File: src/rtl/cc_poscomparator_pkg.sv
// Shared types and constants for the frame-based collision scanner.
// Holds the scan FSM encoding, compare-mode constants and a clog2 helper.
package cc_poscomparator_pkg;

  typedef enum logic [1:0] {
    ST_IDLE   = 2'd0,
    ST_SCAN   = 2'd1,
    ST_UPDATE = 2'd2,
    ST_DONE   = 2'd3
  } state_e;

  localparam logic MODE_EQ  = 1'b0;
  localparam logic MODE_OVL = 1'b1;

  function automatic int clog2(input int value);
    int result;
    int rem;
    result = 0;
    rem    = value - 1;
    while (rem > 0) begin
      result = result + 1;
      rem    = rem >>> 1;
    end
    return result;
  endfunction

endpackage

File: src/rtl/cc_poscomparator_lane.sv
// One player lane: snapshot of position/mode, row compare, hit accumulator,
// and the lives/game-over bookkeeping committed at the end of each frame.
module cc_poscomparator_lane
  import cc_poscomparator_pkg::*;
#(
  parameter int DATAWIDTH = 8,
  parameter int ROWS      = 8,
  parameter int ROWW      = 3,
  parameter int LIVES     = 3,
  parameter int LIFEW     = 2
) (
  input  logic                 clk,
  input  logic                 rst_n,
  input  logic                 snap_i,
  input  logic                 scan_i,
  input  logic                 update_i,
  input  logic                 clear_i,
  input  logic                 mode_i,
  input  logic [DATAWIDTH-1:0] poscol_i,
  input  logic [ROWW-1:0]      posrow_i,
  input  logic [ROWW-1:0]      rowaddr_i,
  input  logic [DATAWIDTH-1:0] rowdata_i,
  output logic                 hit_o,
  output logic [LIFEW-1:0]     lives_o,
  output logic                 gameover_o
);

  localparam logic [ROWW:0]      ROWS_EXT   = (ROWW+1)'(ROWS);
  localparam logic [LIFEW-1:0]   LIVES_INIT = LIFEW'(LIVES);
  localparam logic [LIFEW-1:0]   LIFE_ONE   = LIFEW'(1);
  localparam logic [LIFEW-1:0]   LIFE_ZERO  = LIFEW'(0);
  localparam logic [DATAWIDTH-1:0] COL_ZERO = DATAWIDTH'(0);

  logic [DATAWIDTH-1:0] poscol_q, poscol_d;
  logic [ROWW-1:0]      posrow_q, posrow_d;
  logic                 mode_q, mode_d;
  logic                 acc_q, acc_d;
  logic                 hit_q, hit_d;
  logic [LIFEW-1:0]     lives_q, lives_d;
  logic                 gameover_q, gameover_d;

  logic                 col_ok_s;
  logic                 match_s;
  logic [LIFEW-1:0]     lives_dec_s;

  // Compare against the snapshot; an all-zero mask or off-field row never matches.
  always_comb begin
    col_ok_s = 1'b0;
    if (mode_q == MODE_OVL) begin
      col_ok_s = ((rowdata_i & poscol_q) != COL_ZERO);
    end else begin
      col_ok_s = (rowdata_i == poscol_q);
    end
    match_s = scan_i && (poscol_q != COL_ZERO) && ({1'b0, posrow_q} < ROWS_EXT)
              && (rowaddr_i == posrow_q) && col_ok_s;
  end

  always_comb begin
    poscol_d   = poscol_q;
    posrow_d   = posrow_q;
    mode_d     = mode_q;
    acc_d      = acc_q;
    hit_d      = hit_q;
    lives_d    = lives_q;
    gameover_d = gameover_q;

    if (snap_i) begin
      poscol_d = poscol_i;
      posrow_d = posrow_i;
      mode_d   = mode_i;
      acc_d    = 1'b0;
    end else if (match_s) begin
      acc_d = 1'b1;
    end else begin
      acc_d = acc_q;
    end

    if (update_i && acc_q && (lives_q != LIFE_ZERO)) begin
      lives_dec_s = lives_q - LIFE_ONE;
    end else begin
      lives_dec_s = lives_q;
    end

    if (update_i) begin
      hit_d = acc_q;
    end else begin
      hit_d = hit_q;
    end

    // Clear takes priority over the end-of-frame lives update.
    if (clear_i) begin
      lives_d    = LIVES_INIT;
      gameover_d = 1'b0;
    end else if (update_i) begin
      lives_d    = lives_dec_s;
      gameover_d = (lives_dec_s == LIFE_ZERO);
    end else begin
      lives_d    = lives_q;
      gameover_d = gameover_q;
    end
  end

  always_ff @(posedge clk) begin
    if (!rst_n) begin
      poscol_q   <= COL_ZERO;
      posrow_q   <= {ROWW{1'b0}};
      mode_q     <= MODE_EQ;
      acc_q      <= 1'b0;
      hit_q      <= 1'b0;
      lives_q    <= LIVES_INIT;
      gameover_q <= 1'b0;
    end else begin
      poscol_q   <= poscol_d;
      posrow_q   <= posrow_d;
      mode_q     <= mode_d;
      acc_q      <= acc_d;
      hit_q      <= hit_d;
      lives_q    <= lives_d;
      gameover_q <= gameover_d;
    end
  end

  assign hit_o      = hit_q;
  assign lives_o    = lives_q;
  assign gameover_o = gameover_q;

endmodule

File: src/rtl/cc_poscomparator_scan.sv
// Frame scanner top: walks every field row once per start request, feeds the
// row word to all player lanes and packs their results onto the output buses.
module cc_poscomparator_scan
  import cc_poscomparator_pkg::*;
#(
  parameter int DATAWIDTH = 8,
  parameter int ROWS      = 8,
  parameter int PLAYERS   = 2,
  parameter int LIVES     = 3,
  parameter int ROWW      = (clog2(ROWS) < 1) ? 1 : clog2(ROWS),
  parameter int LIFEW     = clog2(LIVES + 1)
) (
  input  logic                         CC_POSCOMPARATOR_SCAN_CLOCK_50,
  input  logic                         CC_POSCOMPARATOR_SCAN_RESET_InLow,
  input  logic                         CC_POSCOMPARATOR_SCAN_start_In,
  input  logic                         CC_POSCOMPARATOR_SCAN_clear_In,
  input  logic                         CC_POSCOMPARATOR_SCAN_mode_In,
  input  logic [PLAYERS*DATAWIDTH-1:0] CC_POSCOMPARATOR_SCAN_poscol_InBUS,
  input  logic [PLAYERS*ROWW-1:0]      CC_POSCOMPARATOR_SCAN_posrow_InBUS,
  output logic [ROWW-1:0]              CC_POSCOMPARATOR_SCAN_rowaddr_OutBUS,
  input  logic [DATAWIDTH-1:0]         CC_POSCOMPARATOR_SCAN_rowdata_InBUS,
  output logic                         CC_POSCOMPARATOR_SCAN_busy_Out,
  output logic                         CC_POSCOMPARATOR_SCAN_done_Out,
  output logic [PLAYERS-1:0]           CC_POSCOMPARATOR_SCAN_hit_OutBUS,
  output logic [PLAYERS*LIFEW-1:0]     CC_POSCOMPARATOR_SCAN_lives_OutBUS,
  output logic [PLAYERS-1:0]           CC_POSCOMPARATOR_SCAN_gameover_OutBUS
);

  localparam logic [ROWW-1:0] LAST_ROW = ROWW'(ROWS - 1);
  localparam logic [ROWW-1:0] ROW_ZERO = ROWW'(0);
  localparam logic [ROWW-1:0] ROW_ONE  = ROWW'(1);

  logic clk;
  logic rst_n;

  state_e          state_q, state_d;
  logic [ROWW-1:0] rowaddr_q, rowaddr_d;
  logic            busy_q, busy_d;
  logic            done_q, done_d;

  logic snap_s;
  logic scan_s;
  logic update_s;

  assign clk   = CC_POSCOMPARATOR_SCAN_CLOCK_50;
  assign rst_n = CC_POSCOMPARATOR_SCAN_RESET_InLow;

  always_comb begin
    state_d   = state_q;
    rowaddr_d = ROW_ZERO;
    case (state_q)
      ST_IDLE: begin
        if (CC_POSCOMPARATOR_SCAN_start_In) begin
          state_d = ST_SCAN;
        end else begin
          state_d = ST_IDLE;
        end
      end
      ST_SCAN: begin
        if (rowaddr_q == LAST_ROW) begin
          state_d = ST_UPDATE;
        end else begin
          state_d   = ST_SCAN;
          rowaddr_d = rowaddr_q + ROW_ONE;
        end
      end
      ST_UPDATE: state_d = ST_DONE;
      ST_DONE:   state_d = ST_IDLE;
      default:   state_d = ST_IDLE;
    endcase
    // Status flags are registered from the next state so they line up with it.
    busy_d = (state_d != ST_IDLE);
    done_d = (state_d == ST_DONE);
  end

  always_ff @(posedge clk) begin
    if (!rst_n) begin
      state_q   <= ST_IDLE;
      rowaddr_q <= ROW_ZERO;
      busy_q    <= 1'b0;
      done_q    <= 1'b0;
    end else begin
      state_q   <= state_d;
      rowaddr_q <= rowaddr_d;
      busy_q    <= busy_d;
      done_q    <= done_d;
    end
  end

  assign snap_s   = (state_q == ST_IDLE) && CC_POSCOMPARATOR_SCAN_start_In;
  assign scan_s   = (state_q == ST_SCAN);
  assign update_s = (state_q == ST_UPDATE);

  genvar gi;
  generate
    for (gi = 0; gi < PLAYERS; gi++) begin : g_lane
      cc_poscomparator_lane #(
        .DATAWIDTH (DATAWIDTH),
        .ROWS      (ROWS),
        .ROWW      (ROWW),
        .LIVES     (LIVES),
        .LIFEW     (LIFEW)
      ) u_lane (
        .clk        (clk),
        .rst_n      (rst_n),
        .snap_i     (snap_s),
        .scan_i     (scan_s),
        .update_i   (update_s),
        .clear_i    (CC_POSCOMPARATOR_SCAN_clear_In),
        .mode_i     (CC_POSCOMPARATOR_SCAN_mode_In),
        .poscol_i   (CC_POSCOMPARATOR_SCAN_poscol_InBUS[gi*DATAWIDTH +: DATAWIDTH]),
        .posrow_i   (CC_POSCOMPARATOR_SCAN_posrow_InBUS[gi*ROWW +: ROWW]),
        .rowaddr_i  (rowaddr_q),
        .rowdata_i  (CC_POSCOMPARATOR_SCAN_rowdata_InBUS),
        .hit_o      (CC_POSCOMPARATOR_SCAN_hit_OutBUS[gi]),
        .lives_o    (CC_POSCOMPARATOR_SCAN_lives_OutBUS[gi*LIFEW +: LIFEW]),
        .gameover_o (CC_POSCOMPARATOR_SCAN_gameover_OutBUS[gi])
      );
    end
  endgenerate

  assign CC_POSCOMPARATOR_SCAN_rowaddr_OutBUS = rowaddr_q;
  assign CC_POSCOMPARATOR_SCAN_busy_Out       = busy_q;
  assign CC_POSCOMPARATOR_SCAN_done_Out       = done_q;

endmodule

File: config.mk
export PLATFORM = sky130hd
export DESIGN_NAME = cc_poscomparator_scan
export DESIGN_NICKNAME = d
export VERILOG_FILES = /design/src/rtl/cc_poscomparator_pkg.sv /design/src/rtl/cc_poscomparator_lane.sv /design/src/rtl/cc_poscomparator_scan.sv
export SDC_FILE = /design/constraint.sdc
export NUM_CORES = 1
export LEC_CHECK = 0
export CORE_MARGIN = 2
export CORE_UTILIZATION = 48
export DETAILED_ROUTE_END_ITERATION = 16
export GPL_ROUTABILITY_DRIVEN = 0
export PLACE_DENSITY = 0.78
export SLEW_MARGIN = 5
export SYNTH_ARGS = -nofsm -noshare
export SYNTH_HDL_FRONTEND = slang
export SYNTH_SLANG_ARGS = --single-unit
File: constraint.sdc
create_clock -name CC_POSCOMPARATOR_SCAN_CLOCK_50 -period 1.8 [get_ports CC_POSCOMPARATOR_SCAN_CLOCK_50]
set_clock_uncertainty 0.1 [all_clocks]
set_input_delay 0.27 -clock CC_POSCOMPARATOR_SCAN_CLOCK_50 [delete_from_list [all_inputs] [get_ports CC_POSCOMPARATOR_SCAN_CLOCK_50]]
set_output_delay 0.27 -clock CC_POSCOMPARATOR_SCAN_CLOCK_50 [all_outputs]
set_load 0.03 [all_outputs]
==> results.py <==
metrics = {
    "routing": {
        "wl_met1_mm": 1.71,
        "dr_wl_met3_um": 178,
        "dr_wl_met2_mm": 1.93,
        "ant_nets": 0,
        "drt_iter0_markers": 136,
        "wl_mm": 3.87,
        "drcViolationCount": 0,
        "vias": 1477,
        "post_drt_wl_per_cell_um": 14.6,
        "vias_per_cell": 5.55,
        "drt_pass1_iterations": 4,
        "top_layer_used": "met4",
    },
    "place": {
        "dp_cells": 259,
        "port_buffers": 47,
        "place_hpwl_mm": 3.13,
        "place_area_um2": 2320,
        "pre_cts_ws_ns": -0.120,
    },
    "layout": {
        "fillCellCount": 305,
        "final_cell_count_no_fill": 266,
        "design_area_um2": 2400,
        "area_growth_pct": 33.2,
        "diodes": 0,
        "drive_above_1_share_pct": 7.34,
        "nNetsFinal": 273,
    },
    "yosys": {
        "synth_seq_cells": 40,
        "synth_top_area_share_pct": 44.4,
        "netlist-cell-type-count": 30,
        "async_flop_share_pct": 0,
        "syn-instance-count": 168,
        "syn_area_per_cell_um2": 10.7,
        "yosysSeqAreaShare_pct": 44.4,
        "synth_ff_type": "dfxtp_1",
        "synth_nets": 223,
        "synth_area_leader_cell": "dfxtp_1",
        "synth_edf_count": 0,
        "ys_warn_count": 0,
        "yosys-top-cells-area": "dfxtp_1, ha_1, a22o_1, nor4_1, xor2_1",
        "netlist_area_um2": 1810,
    },
    "die": {
        "die-area_um2": 4270,
        "rows": 22,
        "pin_count": 48,
        "start_util_pct": 49.7,
        "die_y_um": 65.3,
        "die_w_um": 65.3,
        "coreArea_um2": 3630,
    },
    "cts": {
        "cts_buffer_depth": 2,
        "cts_root_buffer": "clkbuf_8",
        "cts_tree": "done",
        "h-tree-depth": 2,
        "clock-sinks": 40,
        "insertion_delay_ns": 0.28,
        "hold_buffers": 0,
        "clk_pin_slew_ns": 0.07,
        "cts_buffers": 5,
        "postCtsSetupRepairBufs": 0,
    },
    "critical_path": {
        "crit_family": "buffers and inverters",
        "crit_type": "flip-flop to output pin",
        "required_ns": 1.43,
        "cp_data_arrival_time_ns": 1.38,
        "endpoint_kind": "output pin",
        "critPathMaxFanout": 4,
        "critPathLaunchType": "flip-flop",
        "path_cells": "clkdlybuf4s50_1",
        "slowest_delay_ns": 0.69,
        "path_buf_inv": 1,
        "slowest_stage": "clkdlybuf4s50_1",
    },
    "timing": {
        "fin_crit_sh_pct": 97.2,
        "hold_viol_final": 0,
        "maxSlewHeadroom_pct": 75.2,
        "setup_viol": 0,
        "fmax_mhz": 572,
        "holdWs_ns": 0.406,
        "drv_slew": 0,
        "tightestPinTransition_ns": 0.372,
        "rsz0062_at_grt": "false",
        "min_period_ns": 1.75,
        "setup_slack_ns": 0.0506,
    },
    "run": {
        "drv_cap": 0,
    },
    "power_and_ir_drop": {
        "switching_share_pct": 24.5,
        "finalPower_uw": 1800,
        "internal_power_uw": 1360,
        "power.leakage_uw": 0.00111,
        "p_per_area_nw_per_um2": 750,
        "netSwitchingPower_uw": 441,
        "power.sequential.fraction_pct": 54.2,
        "pwr-share-comb_pct": 15.5,
        "ir_drop_v": 0.000546,
        "pwr-share-clk_pct": 30.3,
    },
    "global_routing": {
        "grt_max_degree": 26,
        "antenna_found_initial": 0,
        "grt_pass1_wl_mm": 6.55,
        "grt_pass1_vias": 1475,
        "grt_util_all_layers_pct": 19.7,
        "overflow": 0,
    },
    "run_status": {
        "status": "finished clean",
    },
    "min_path": {
        "min_path_type": "flip-flop to flip-flop",
    },
}
## placed cells by master, fill, tap and decap left out, types with 3 or more instances in the layout
cell	instances
a21oi_1	3
a22o_1	23
buf_4	5
clkbuf_8	5
clkdlybuf4s50_1	43
dfxtp_1	40
dlymetal6s2s_1	3
ha_1	20
inv_1	4
nand2_1	7
nor2_1	7
nor2b_1	6
nor4_1	14
xor2_1	6
## stage by stage
stage / util [%] / TNS [ns]
floorplan: - / 0
global placement: 63.9 / -0.157
detailed placement: 63.9 / -0.222
CTS: 66.0 / 0
global route: 66.2 / 0
finish: 66.2 / 0
## path summary, 6_finish.rpt
kind                                                     to  depth (start not counted)  slack (ns)                                               start
setup / recovery    CC_POSCOMPARATOR_SCAN_rowaddr_OutBUS[2]                          1        0.05  CC_POSCOMPARATOR_SCAN_rowaddr_OutBUS[2]$_SDFF_PP0_
hold / removal    g_lane[1].u_lane.posrow_q[2]$_SDFFE_PN0P_                          1        0.41           g_lane[1].u_lane.posrow_q[2]$_SDFFE_PN0P_
setup reg to reg   g_lane[1].u_lane.gameover_o$_SDFFE_PP0N_                          6        0.23            g_lane[1].u_lane.lives_o[0]$_SDFFE_PP1N_
hold reg to reg   g_lane[1].u_lane.posrow_q[2]$_SDFFE_PN0P_                          1        0.41           g_lane[1].u_lane.posrow_q[2]$_SDFFE_PN0P_
## power by group through the flow
| stage | combinational, uW | sequential (uW) | clock, uW |
|---|---|---|---|
| floorplan | 145 | 992 | 0 |
| global placement | 269 | 997 | 0 |
| detailed placement | 283 | 998 | 0 |
| CTS | 283 | 978 | 552 |
| global route | 307 | 984 | 598 |
| finish | 279 | 978 | 547 |
## cells in the mapped netlist (3+ instances only)
| cell | count |
|---|---|
| nor4_1 | 14 |
| a22o_1 | 23 |
| buf_2 | 3 |
| buf_4 | 4 |
| dfxtp_1 | 40 |
| nand2_1 | 7 |
| inv_1 | 4 |
| xor2_1 | 6 |
| ha_1 | 20 |
| nor2b_1 | 6 |
| a21oi_1 | 3 |
| nor2_1 | 7 |
## area by class of cell
| type | instances | area (um2) | area share, % |
|---|---|---|---|
| sequential | 40 | 801 | 33.3 |
| clock inverter | 1 | 5.00 | 0.208 |
| multi-input combinational | 114 | 917 | 38.1 |
| clock buffer | 6 | 72.6 | 3.02 |
| timing repair buffer | 53 | 534 | 22.2 |
| inverter | 4 | 15.0 | 0.624 |
| tap | 48 | 60.1 | 2.50 |
## per-layer routing
layer  up-vias  GRT usage (%)
met2        39           34.4
met3         7           4.62
met1       694           23.5
li1        737              -
met4         0           6.77
met5         -              0
## repair_timing
item,in CTS,in global routing
gates cloned,0,0
setup endpoints to repair,1,3
resized for setup,1,3
## flip-flops by register name, summed over array words and instances, names as in the netlist
signal / flops
g_lane.u_lane.lives_o: 4
g_lane.u_lane.poscol_q: 16
g_lane.u_lane.mode_q: 1
CC_POSCOMPARATOR_SCAN_done_Out: 1
state_q: 2
g_lane.u_lane.acc_q: 2
g_lane.u_lane.gameover_o: 2
CC_POSCOMPARATOR_SCAN_rowaddr_OutBUS: 3
g_lane.u_lane.posrow_q: 6
CC_POSCOMPARATOR_SCAN_busy_Out: 1
g_lane.u_lane.hit_o: 2
## logic make-up after synthesis
| group | count (synthesis) | synth area share (%) |
|---|---|---|
| XOR/XNOR | 6 | 2.91 |
| AO/OA/AOI/OAI | 39 | 17.9 |
| multiplexers | 2 | 1.11 |
| AND/OR/NAND/NOR | 47 | 15.0 |
| flip-flops | 40 | 44.4 |
| adder cells (fa/ha/maj) | 20 | 13.9 |
| buffers and inverters | 14 | 4.85 |
No activity file was read; power rests on OpenSTA's default activity.
==> variant, RTL diff (same flow settings) <==
The output `CC_POSCOMPARATOR_SCAN_busy_Out` loses its register stage (`busy_q` becomes a continuous assignment).
--- a/src/rtl/cc_poscomparator_scan.sv
+++ b/src/rtl/cc_poscomparator_scan.sv
@@ -77,15 +77,15 @@
     if (!rst_n) begin
       state_q   <= ST_IDLE;
       rowaddr_q <= ROW_ZERO;
-      busy_q    <= 1'b0;
       done_q    <= 1'b0;
     end else begin
       state_q   <= state_d;
       rowaddr_q <= rowaddr_d;
-      busy_q    <= busy_d;
       done_q    <= done_d;
     end
   end
+
+  assign busy_q = busy_d;
 
   assign snap_s   = (state_q == ST_IDLE) && CC_POSCOMPARATOR_SCAN_start_In;
   assign scan_s   = (state_q == ST_SCAN);
Formal check against the unedited RTL: not equivalent (Yosys sat finds a counterexample within 4 cycles, from zero or initial values and one cycle with CC_POSCOMPARATOR_SCAN_RESET_InLow low).
==> variant against the original RTL <==
  * Sequential cell count decreased by 1
  * Synthesized area grew 8.7%
  * Utilization shrank 0.40 points
  * Critical path type unchanged
  * Design area grew 8.6%
  * Worst setup slack worse by 0.0084 ns
  * Total power is 15% higher
  * Count of clock-buffer cells in the layout stayed put
  * Wire length up 5.7%
==> variant: results (changes against the original RTL) <==
Synthesis
  – Post-synth top cells: nand2_1 (50), dfxtp_1 (39), a21boi_1 (20), ha_1 (20), nor4_1 (12)
  – Synth top area cells: dfxtp_1 (40%), ha_1 (13%), nand2_1 (9.6%)
  – Post-synth cell types: 34 (+13%)
  – Register area share after synthesis: 39.8% (-4.6 points)

GRT
  – Number of global-route vias before repair: 1571 (+6.5%)
  – Pin count of the biggest net entering global routing: 29 (+12%)
  – Total track usage: 19.8% (+0.12 points)
  – First-pass GRT wire length: 6.69 mm (+2.2%)

Critical path
  – Worst r2r path cells: 5 (-1)
  – CP Max Fanout: 5 (+1)
  – R2R Setup Slk: 0.25 ns (+0.02 ns)
  – Crit. Startpoint: g_lane[0].u_lane.lives_o[0]
  – Worst setup endpoint: CC_POSCOMPARATOR_SCAN_lives_OutBUS[0]
  – Reg-to-Reg Start: g_lane[0].u_lane.poscol_q[1]

Power
  – Maximum vdd drop: 0.000454 V (-17%)
  – Leakage: 1.20 nW (+8.1%)
  – Switch share: 22.1% (-2.4 points)

Placed design
  – Post-DP Area: 2470 um^2 (+6.6%)
  – Final HPWL DP: 3.02 mm (-3.5%)

Routing
  – Initial DRC Count: 62 (-54%)
  – WL/cell: 12.9 um (-11%)
  – Vias per cell: 5.25 (-5.5%)

Finish
  – Fillcell total: 327 (+7.2%)
  – Layout cells sized above 1: 7.14% (-0.20 points)

STA
  – Slew @ Worst Pin: 0.317 ns (-0.0545 ns)

CTS
  – Clock Path Buffers: 2 (unchanged)
  – Skew-Pair Late Insertion Delay: 0.30 ns (+0.02 ns)
  – PostCTS Resize Cnt: 2 (+1)

Run status
  – Status: finished clean
## variant: cell types whose count changed in the layout (fill, tap and decap cells not counted), sizes merged, moves of 2 or more
cell	unedited run	this run
clkdlybuf4s50	43	41
nor3	2	4
nand2	7	52
bufinv	0	2
xor2	6	4
and2b	0	2
nor3b	0	2
a32o	2	0
a21boi	1	23
a41o	0	2
nor4	14	12
a22o	23	0
xnor2	0	2
nor2b	6	4
## variant: worst min-delay path by stage
stage	to	slack, ns	cells past startpoint
finish	g_lane[0].u_lane.posrow_q[2]	0.37	2
global route	g_lane[1].u_lane.posrow_q[1]	0.40	2
CTS	g_lane[0].u_lane.posrow_q[2]	0.37	2
detailed placement	g_lane[0].u_lane.posrow_q[2]	0.36	2
global placement	g_lane[1].u_lane.posrow_q[1]	0.36	2
floorplan	g_lane[0].u_lane.posrow_q[0]	0.30	2
## variant: metal layers
metal | share of wire, % | wire length (um) | GRT usage [%] | vias to the layer above
li1 | - | - | - | 849
met1 | 46 | 1870 | 22.5 | 770
met2 | 47 | 1920 | 34.1 | 34
met3 | 5.9 | 240 | 7.07 | 6
met4 | 1.5 | 61 | 7.00 | 0
met5 | 0 | 0 | 0 | -
## variant: cell families (layout without fill, tap and decap cells)
kind of cell	after synthesis	after routing	synth area share (%)
AOI/OAI and AO/OA	40	40	15.1
adders and majority gates	20	20	12.7
DFF	39	39	39.8
xor gates and xnor gates	6	6	2.68
and+or+nand+nor	93	93	23.2
muxes	2	2	1.02
buffers and inverters	18	66	5.48
## variant: final cells by class
class	instances	share of cell area, %
repair buffers	53	20.8
flip-flops and latches	39	29.9
inverters	5	0.718
clock inverters	2	2.30
clock buffers	6	2.78
well taps	50	2.39
multi-input cells	161	41.1
## variant: power by group through the flow
stage	registers [W]	logic, W	clock network, W
after floorplan	0.000947	0.000153	0
after global placement	0.000953	0.000277	0
after detailed placement	0.000953	0.000282	0
after CTS	0.000933	0.000283	0.000874
after global routing	0.000938	0.000313	0.000910
final	0.000933	0.000280	0.000856
## variant: through the flow
step / total power, W / hold WS, ns / utilization, % / cells / setup slack [ns]
floorplan: 0.00110 / 0.305 / - / 218 / 0.161
global placement: 0.00123 / 0.355 / 62.3 / 308 / -0.0722
detailed placement: 0.00124 / 0.361 / 62.3 / 308 / -0.158
CTS: 0.00209 / 0.371 / 65.6 / 316 / 0.00529
global route: 0.00216 / 0.396 / 65.8 / 316 / 0.00901
finish: 0.00207 / 0.370 / 65.8 / 316 / 0.0422
